--- config.mk ---
export PLATFORM = sky130hd
export DESIGN_NAME = alu_issue_unit
export DESIGN_NICKNAME = d
export VERILOG_FILES = /design/src/rtl/alu_pkg.sv /design/src/rtl/alu_issue_unit_fifo.sv /design/src/rtl/alu_issue_unit.sv
export SDC_FILE = /design/constraint.sdc
export NUM_CORES = 1
export LEC_CHECK = 0
export ABC_AREA = 1
export BUFFER_PORTS_ARGS = -buffer_cell sky130_fd_sc_hd__buf_2
export CAP_MARGIN = 5
export CORE_AREA = 2 2 108 110
export CTS_CLUSTER_SIZE = 25
export DETAILED_ROUTE_END_ITERATION = 8
export DIE_AREA = 0 0 110 112
export GPL_TIMING_DRIVEN = 1
export PLACE_DENSITY = 0.75
export SKIP_LAST_GASP = 1
export SYNTH_ARGS = -nofsm -noshare
export SYNTH_HDL_FRONTEND = slang
export SYNTH_SLANG_ARGS = --single-unit
--- constraint.sdc ---
create_clock -name clk -period 1.7 [get_ports clk]
set_input_delay 0.255 -clock clk [delete_from_list [all_inputs] [get_ports clk]]
set_output_delay 0.255 -clock clk [all_outputs]
set_load 0.01 [all_outputs]
--- src/rtl/alu_pkg.sv ---
// Shared types and widths for the ALU issue unit.
//   OPC_W/OPD_W/RES_W : opcode, operand and result widths of the attached ALU
//   alu_cmd_t         : one queued ALU command {opcode, a, b}
//   alu_state_e       : issue FSM states
package alu_pkg;

    localparam int unsigned OPC_W = 4;
    localparam int unsigned OPD_W = 4;
    localparam int unsigned RES_W = 6;

    typedef struct packed {
        logic [OPC_W-1:0] opcode;
        logic [OPD_W-1:0] a;
        logic [OPD_W-1:0] b;
    } alu_cmd_t;

    localparam int unsigned CMD_W = $bits(alu_cmd_t);

    typedef enum logic [1:0] {
        IDLE = 2'd0,
        WAIT = 2'd1,
        HOLD = 2'd2
    } alu_state_e;

endpackage

--- src/rtl/alu_issue_unit_fifo.sv ---
// Synchronous FIFO used as the command queue of the ALU issue unit.
//   clk, rst_n  : clock, asynchronous active-low reset
//   push, wdata : write request and data (ignored while full)
//   pop, rdata  : read request (ignored while empty); rdata shows the head entry
//   full, empty : registered status flags
//   count       : current occupancy
module sync_fifo #(
    parameter int unsigned WIDTH = 12,
    parameter int unsigned DEPTH = 8
) (
    input  logic                     clk,
    input  logic                     rst_n,
    input  logic                     push,
    input  logic [WIDTH-1:0]         wdata,
    input  logic                     pop,
    output logic [WIDTH-1:0]         rdata,
    output logic                     full,
    output logic                     empty,
    output logic [$clog2(DEPTH):0]   count
);

    localparam int unsigned AW = $clog2(DEPTH);

    logic [WIDTH-1:0] mem [DEPTH];
    logic [AW-1:0]    wptr_q, rptr_q;
    logic [AW:0]      cnt_q, cnt_d;
    logic             full_q, empty_q;
    logic             do_push, do_pop;

    assign do_push = push && !full_q;
    assign do_pop  = pop && !empty_q;

    always_comb begin
        cnt_d = cnt_q;
        if (do_push && !do_pop) begin
            cnt_d = cnt_q + 1'b1;
        end else if (!do_push && do_pop) begin
            cnt_d = cnt_q - 1'b1;
        end
    end

    // Flags are registered from the next count so cmd_ready never depends on
    // a same-cycle pop.
    always_ff @(posedge clk or negedge rst_n) begin
        if (!rst_n) begin
            wptr_q  <= '0;
            rptr_q  <= '0;
            cnt_q   <= '0;
            full_q  <= 1'b0;
            empty_q <= 1'b1;
        end else begin
            if (do_push) wptr_q <= wptr_q + 1'b1;
            if (do_pop)  rptr_q <= rptr_q + 1'b1;
            cnt_q   <= cnt_d;
            full_q  <= (cnt_d == (AW+1)'(DEPTH));
            empty_q <= (cnt_d == '0);
        end
    end

    // Storage needs no reset: the pointers define what is valid.
    always_ff @(posedge clk) begin
        if (do_push) mem[wptr_q] <= wdata;
    end

    assign rdata = mem[rptr_q];
    assign full  = full_q;
    assign empty = empty_q;
    assign count = cnt_q;

endmodule

--- src/rtl/alu_issue_unit.sv ---
// Issue unit for a clocked 4-bit ALU. Buffers commands in a FIFO, drives one
// command at a time onto the registered ALU inputs, waits ALU_LAT edges,
// captures the ALU result and offers it with its opcode on a valid/ready port.
//   clk, rst_n                       : clock, asynchronous active-low reset
//   cmd_valid/cmd_ready, cmd_*       : command input handshake and payload
//   alu_opcode/alu_a/alu_b           : registered ALU inputs
//   alu_result                       : ALU output
//   res_valid/res_ready, res_*       : result output handshake and payload
//   busy                             : FSM active or commands queued
//   count                            : FIFO occupancy
module alu_issue_unit
    import alu_pkg::*;
#(
    parameter int unsigned DEPTH   = 8,
    parameter int unsigned ALU_LAT = 1
) (
    input  logic                     clk,
    input  logic                     rst_n,
    input  logic                     cmd_valid,
    output logic                     cmd_ready,
    input  logic [OPC_W-1:0]         cmd_opcode,
    input  logic [OPD_W-1:0]         cmd_a,
    input  logic [OPD_W-1:0]         cmd_b,
    output logic [OPC_W-1:0]         alu_opcode,
    output logic [OPD_W-1:0]         alu_a,
    output logic [OPD_W-1:0]         alu_b,
    input  logic [RES_W-1:0]         alu_result,
    output logic                     res_valid,
    input  logic                     res_ready,
    output logic [RES_W-1:0]         res_data,
    output logic [OPC_W-1:0]         res_opcode,
    output logic                     busy,
    output logic [$clog2(DEPTH):0]   count
);

    localparam int unsigned WCNT_W = $clog2(ALU_LAT + 1);

    alu_cmd_t          push_cmd, head_cmd;
    logic              fifo_full, fifo_empty;
    logic              issue, capture, res_done;

    alu_state_e        state_q, state_d;
    logic [WCNT_W-1:0] wcnt_q;
    logic [OPC_W-1:0]  alu_opcode_q, tag_q, res_opcode_q;
    logic [OPD_W-1:0]  alu_a_q, alu_b_q;
    logic [RES_W-1:0]  res_data_q;
    logic              res_valid_q;

    assign push_cmd = '{opcode: cmd_opcode, a: cmd_a, b: cmd_b};

    sync_fifo #(
        .WIDTH (CMD_W),
        .DEPTH (DEPTH)
    ) u_fifo (
        .clk   (clk),
        .rst_n (rst_n),
        .push  (cmd_valid),
        .wdata (push_cmd),
        .pop   (issue),
        .rdata (head_cmd),
        .full  (fifo_full),
        .empty (fifo_empty),
        .count (count)
    );

    always_comb begin
        state_d  = state_q;
        issue    = 1'b0;
        capture  = 1'b0;
        res_done = 1'b0;
        unique case (state_q)
            IDLE: begin
                if (!fifo_empty) begin
                    issue   = 1'b1;
                    state_d = WAIT;
                end
            end
            WAIT: begin
                if (wcnt_q == '0) begin
                    capture = 1'b1;
                    state_d = HOLD;
                end
            end
            HOLD: begin
                if (res_ready) begin
                    res_done = 1'b1;
                    // Back-to-back: hand over the result and issue next in one edge.
                    if (!fifo_empty) begin
                        issue   = 1'b1;
                        state_d = WAIT;
                    end else begin
                        state_d = IDLE;
                    end
                end
            end
            default: state_d = IDLE;
        endcase
    end

    always_ff @(posedge clk or negedge rst_n) begin
        if (!rst_n) begin
            state_q      <= IDLE;
            wcnt_q       <= '0;
            alu_opcode_q <= '0;
            alu_a_q      <= '0;
            alu_b_q      <= '0;
            tag_q        <= '0;
            res_valid_q  <= 1'b0;
            res_data_q   <= '0;
            res_opcode_q <= '0;
        end else begin
            state_q <= state_d;
            if (issue) begin
                alu_opcode_q <= head_cmd.opcode;
                alu_a_q      <= head_cmd.a;
                alu_b_q      <= head_cmd.b;
                tag_q        <= head_cmd.opcode;
                wcnt_q       <= WCNT_W'(ALU_LAT);
            end else if (state_q == WAIT && wcnt_q != '0) begin
                wcnt_q <= wcnt_q - 1'b1;
            end
            if (capture) begin
                res_valid_q  <= 1'b1;
                res_data_q   <= alu_result;
                res_opcode_q <= tag_q;
            end else if (res_done) begin
                res_valid_q <= 1'b0;
            end
        end
    end

    assign cmd_ready  = !fifo_full;
    assign alu_opcode = alu_opcode_q;
    assign alu_a      = alu_a_q;
    assign alu_b      = alu_b_q;
    assign res_valid  = res_valid_q;
    assign res_data   = res_data_q;
    assign res_opcode = res_opcode_q;
    assign busy       = (state_q != IDLE) || !fifo_empty;

endmodule

==> flow_summary_export.csv <==
group,metric,value,unit
logic_synthesis,async_reset_ff_frac,0.2836,
global_routing,grt_usage,0.1793,
logic_synthesis,synth_cell_types,29,
status,status,"finished clean",
logic_synthesis,synth_area_leader_cell,"edfxtp_1",
routing,drtPass1Iterations,5,
worst_setup_path,reg2reg_to,"u_fifo.empty",
die,die_height,112,um
power,swShare,0.3522,
die,std_cell_rows,39,
sta,fmax,657.3,MHz
clock_tree,cts_inserted_buffers,17,
global_routing,first_global_vias,3313,
power,p_per_area,1936,nW/um^2
sta,hold_viol_final,0,
clock_tree,cts_resized,0,
clock_tree,htreeDepth,4,
global_routing,antenna_found_initial,0,
worst_hold_path,hold_path_depth,2,
worst_setup_path,startpoint_type,"flip-flop",
worst_setup_path,required,2050,ps
cells_and_area,antennaDiodeCount,0,
die,die-area,12320,um^2
sta,period_minus_slack,1521,ps
logic_synthesis,netlist_top_cells_count,"edfxtp_1, nor2_1, nand2_1",
worst_hold_path,min_to,"state_q[1]",
logic_synthesis,seq_area_frac_synth,0.7041,
clock_tree,cts-hold-fix-buffers,1,
power,seqPwrFrac,0.377,
die,start_util,0.4874,
run,cap_violations,0,
worst_hold_path,hp-start,"res_ready",
logic_synthesis,yosysMostFrequentCell,"edfxtp_1",
worst_hold_path,worstHoldPathType,"primary input to flip-flop",
routing,wl_per_cell,15.77,um
logic_synthesis,synth-seq-cells,134,
clock_tree,clk_pin_slew_worst_paths,60,ps
logic_synthesis,synth_top_area_share,0.5293,
logic_synthesis,synthTopCellsByArea,"edfxtp_1, dfrtp_1, nor2_1",
die,die_w,110,um
global_routing,grt.overflow.total,0,
routing,ant_nets,0,
logic_synthesis,syn_area,5446,um^2
cells_and_area,drive_gt1_frac,0.2322,
worst_setup_path,worstSetupPathType,"flip-flop to flip-flop",
sta,tightest_slew,489.3,ps
worst_setup_path,critical_path.max_fanout,23,
cells_and_area,syn2layout_area_growth,19.27,%
die,io_pins,51,
global_routing,grt_pass1_wl,16300,um
power,switchingPower,4.430,mW
worst_setup_path,crit_path_end_kind,"flip-flop",
clock_tree,clock_path_buffers,2,
logic_synthesis,syn_avg_cell_area,12.24,um^2
sta,finalSetupTns,0,ps
global_routing,grt_max_degree,51,
die,core,11170,um^2
placed_design,io_buffers,50,
clock_tree,cts_tree,"built",
worst_setup_path,arrival,1870,ps
power,p_comb_frac,0.335,
placed_design,dp_hpwl,6627,um
placed_design,gp_congestion,0.8001,
sta,report.final.slew_viol_count,0,
power,power.internal,8.148,mW
clock_tree,cts_root_buf,"clkbuf_16",
routing,finalWirelength,10470,um
worst_setup_path,reg2reg_slack,180,ps
power,irDropWorstVdd,936.3,uV
logic_synthesis,synth_edf_count,96,
clock_tree,cts_sinks,134,
sta,fin_skew,9.110,ps
routing,vias_per_cell,5.289,
clock_tree,clk_latency,410,ps
routing,num_vias,3512,
sta,setup_viol,0,
sta,rsz0062_at_grt,"false",
clock_tree,cts_setup_buffers,0,
sta,slew_headroom,0.6738,
logic_synthesis,synth_fp_nets,471,
routing,drt_iter0_drc,353,
logic_synthesis,ys.warnings.count,0,
logic_synthesis,synthFlopType,"edfxtp_1",
power,p_total,12.58,mW
cells_and_area,nNetsFinal,534,
sta,fin_crit_sh,0.8949,
routing,drc,0,
power,p_clk_frac,0.288,
worst_setup_path,timing.rr.start,"u_fifo.empty",
power,leakage,2.592,nW
worst_setup_path,reg2reg_depth,7,
logic_synthesis,syn_inst,445,
==> critical path, cell delays in order, from the launching register on <==
cell and delay, ps:
dfstp_2 550, nor2_4 50, nand2_4 220, nand2_1 140, nand2_1 100, xor2_1 190
nand2_1 100, nor2_1 110
==> flip-flops by register name, indices dropped and copies added, names as in the netlist <==
signal         flops
u_fifo.mem        96
res_data           6
alu_a              4
alu_b              4
res_opcode         4
tag_q              4
u_fifo.count       4
u_fifo.rptr_q      3
u_fifo.wptr_q      3
state_q            2
res_valid          1
u_fifo.empty       1
u_fifo.full        1
wcnt_q             1
==> power groups by stage <==
stage | logic (mW) | clock network (mW) | registers [mW]
finish | 4.21 | 3.62 | 4.74
global route | 4.71 | 3.81 | 4.82
CTS | 4.23 | 3.67 | 4.74
detailed placement | 4.17 | 0 | 4.80
global placement | 4.04 | 0 | 4.77
floorplan | 2.85 | 0 | 4.91
==> cells by family after synthesis <==
group	synth area share
muxes	0.02619
AOI/OAI and AO/OA	0.08086
buffers and inverters	0.03630
and+or+nand+nor	0.1369
xor gates and xnor gates	0.006432
adders and majority gates	0.009189
DFF	0.7041
==> per-stage QoR <==
stage | cells | utilization | setup WS (ps) | hold slack [ps] | instance area, um^2
2_1_floorplan | 445 | - | -49.16 | -40.59 | 5446
3_3_place_gp | 631 | 0.5273 | 236.6 | 326.6 | 5892
3_5_place_dp | 631 | 0.5273 | 178.4 | 332.8 | 5892
4_1_cts | 664 | 0.5813 | 159.9 | 38.69 | 6496
5_1_grt | 664 | 0.5813 | 18.34 | 51.47 | 6496
6_report | 664 | 0.5813 | 178.6 | 50.54 | 6496
==> metal layers <==
layer,track usage,routed length (um),vias to the layer above
met5,0,0,-
met4,0.06835,152,0
met3,0.05094,705,12
met2,0.2708,4873,129
met1,0.2467,4739,1689
li1,-,-,1682
==> layout by cell type, fill, tap and decap left out, types with 4 or more instances in the layout <==
master     synthesis  layout
inv_2              4       4
buf_2              2      50
nand2_2            5       5
mux2_4             8       8
clkbuf_16          0      17
nand3_1           17      17
o211ai_1          24      24
dfrtp_1           37      37
nand2_1           60      60
o21ai_0           51      51
buf_4              6      11
edfxtp_1          96      96
xor2_1             4       4
inv_1             15      15
ha_1               4       4
inv_6              0       7
nor2_1            84      84
==> final cells by class <==
class                   instances  area (um^2)
flip-flops and latches        134         3835
well taps                     143        178.9
repair buffers                 65        402.9
fillers                       847         4678
clock inverters                15        168.9
inverters                      19        71.32
clock buffers                  17        425.4
multi-input cells             271         1414
==> how the worst max path moves through the flow <==
| stage | slack, ps | to | cells past startpoint | from |
|---|---|---|---|---|
| global placement | 240 | u_fifo.mem[0][0] | 5 | u_fifo.full |
| finish | 180 | u_fifo.empty | 7 | u_fifo.empty |
| detailed placement | 180 | u_fifo.empty | 7 | u_fifo.empty |
| floorplan | -50 | u_fifo.mem[4][0] | 4 | u_fifo.full |
| CTS | 160 | u_fifo.empty | 7 | u_fifo.empty |
| global route | 20 | u_fifo.empty | 7 | u_fifo.empty |
Power figures use the tool's default switching activity.
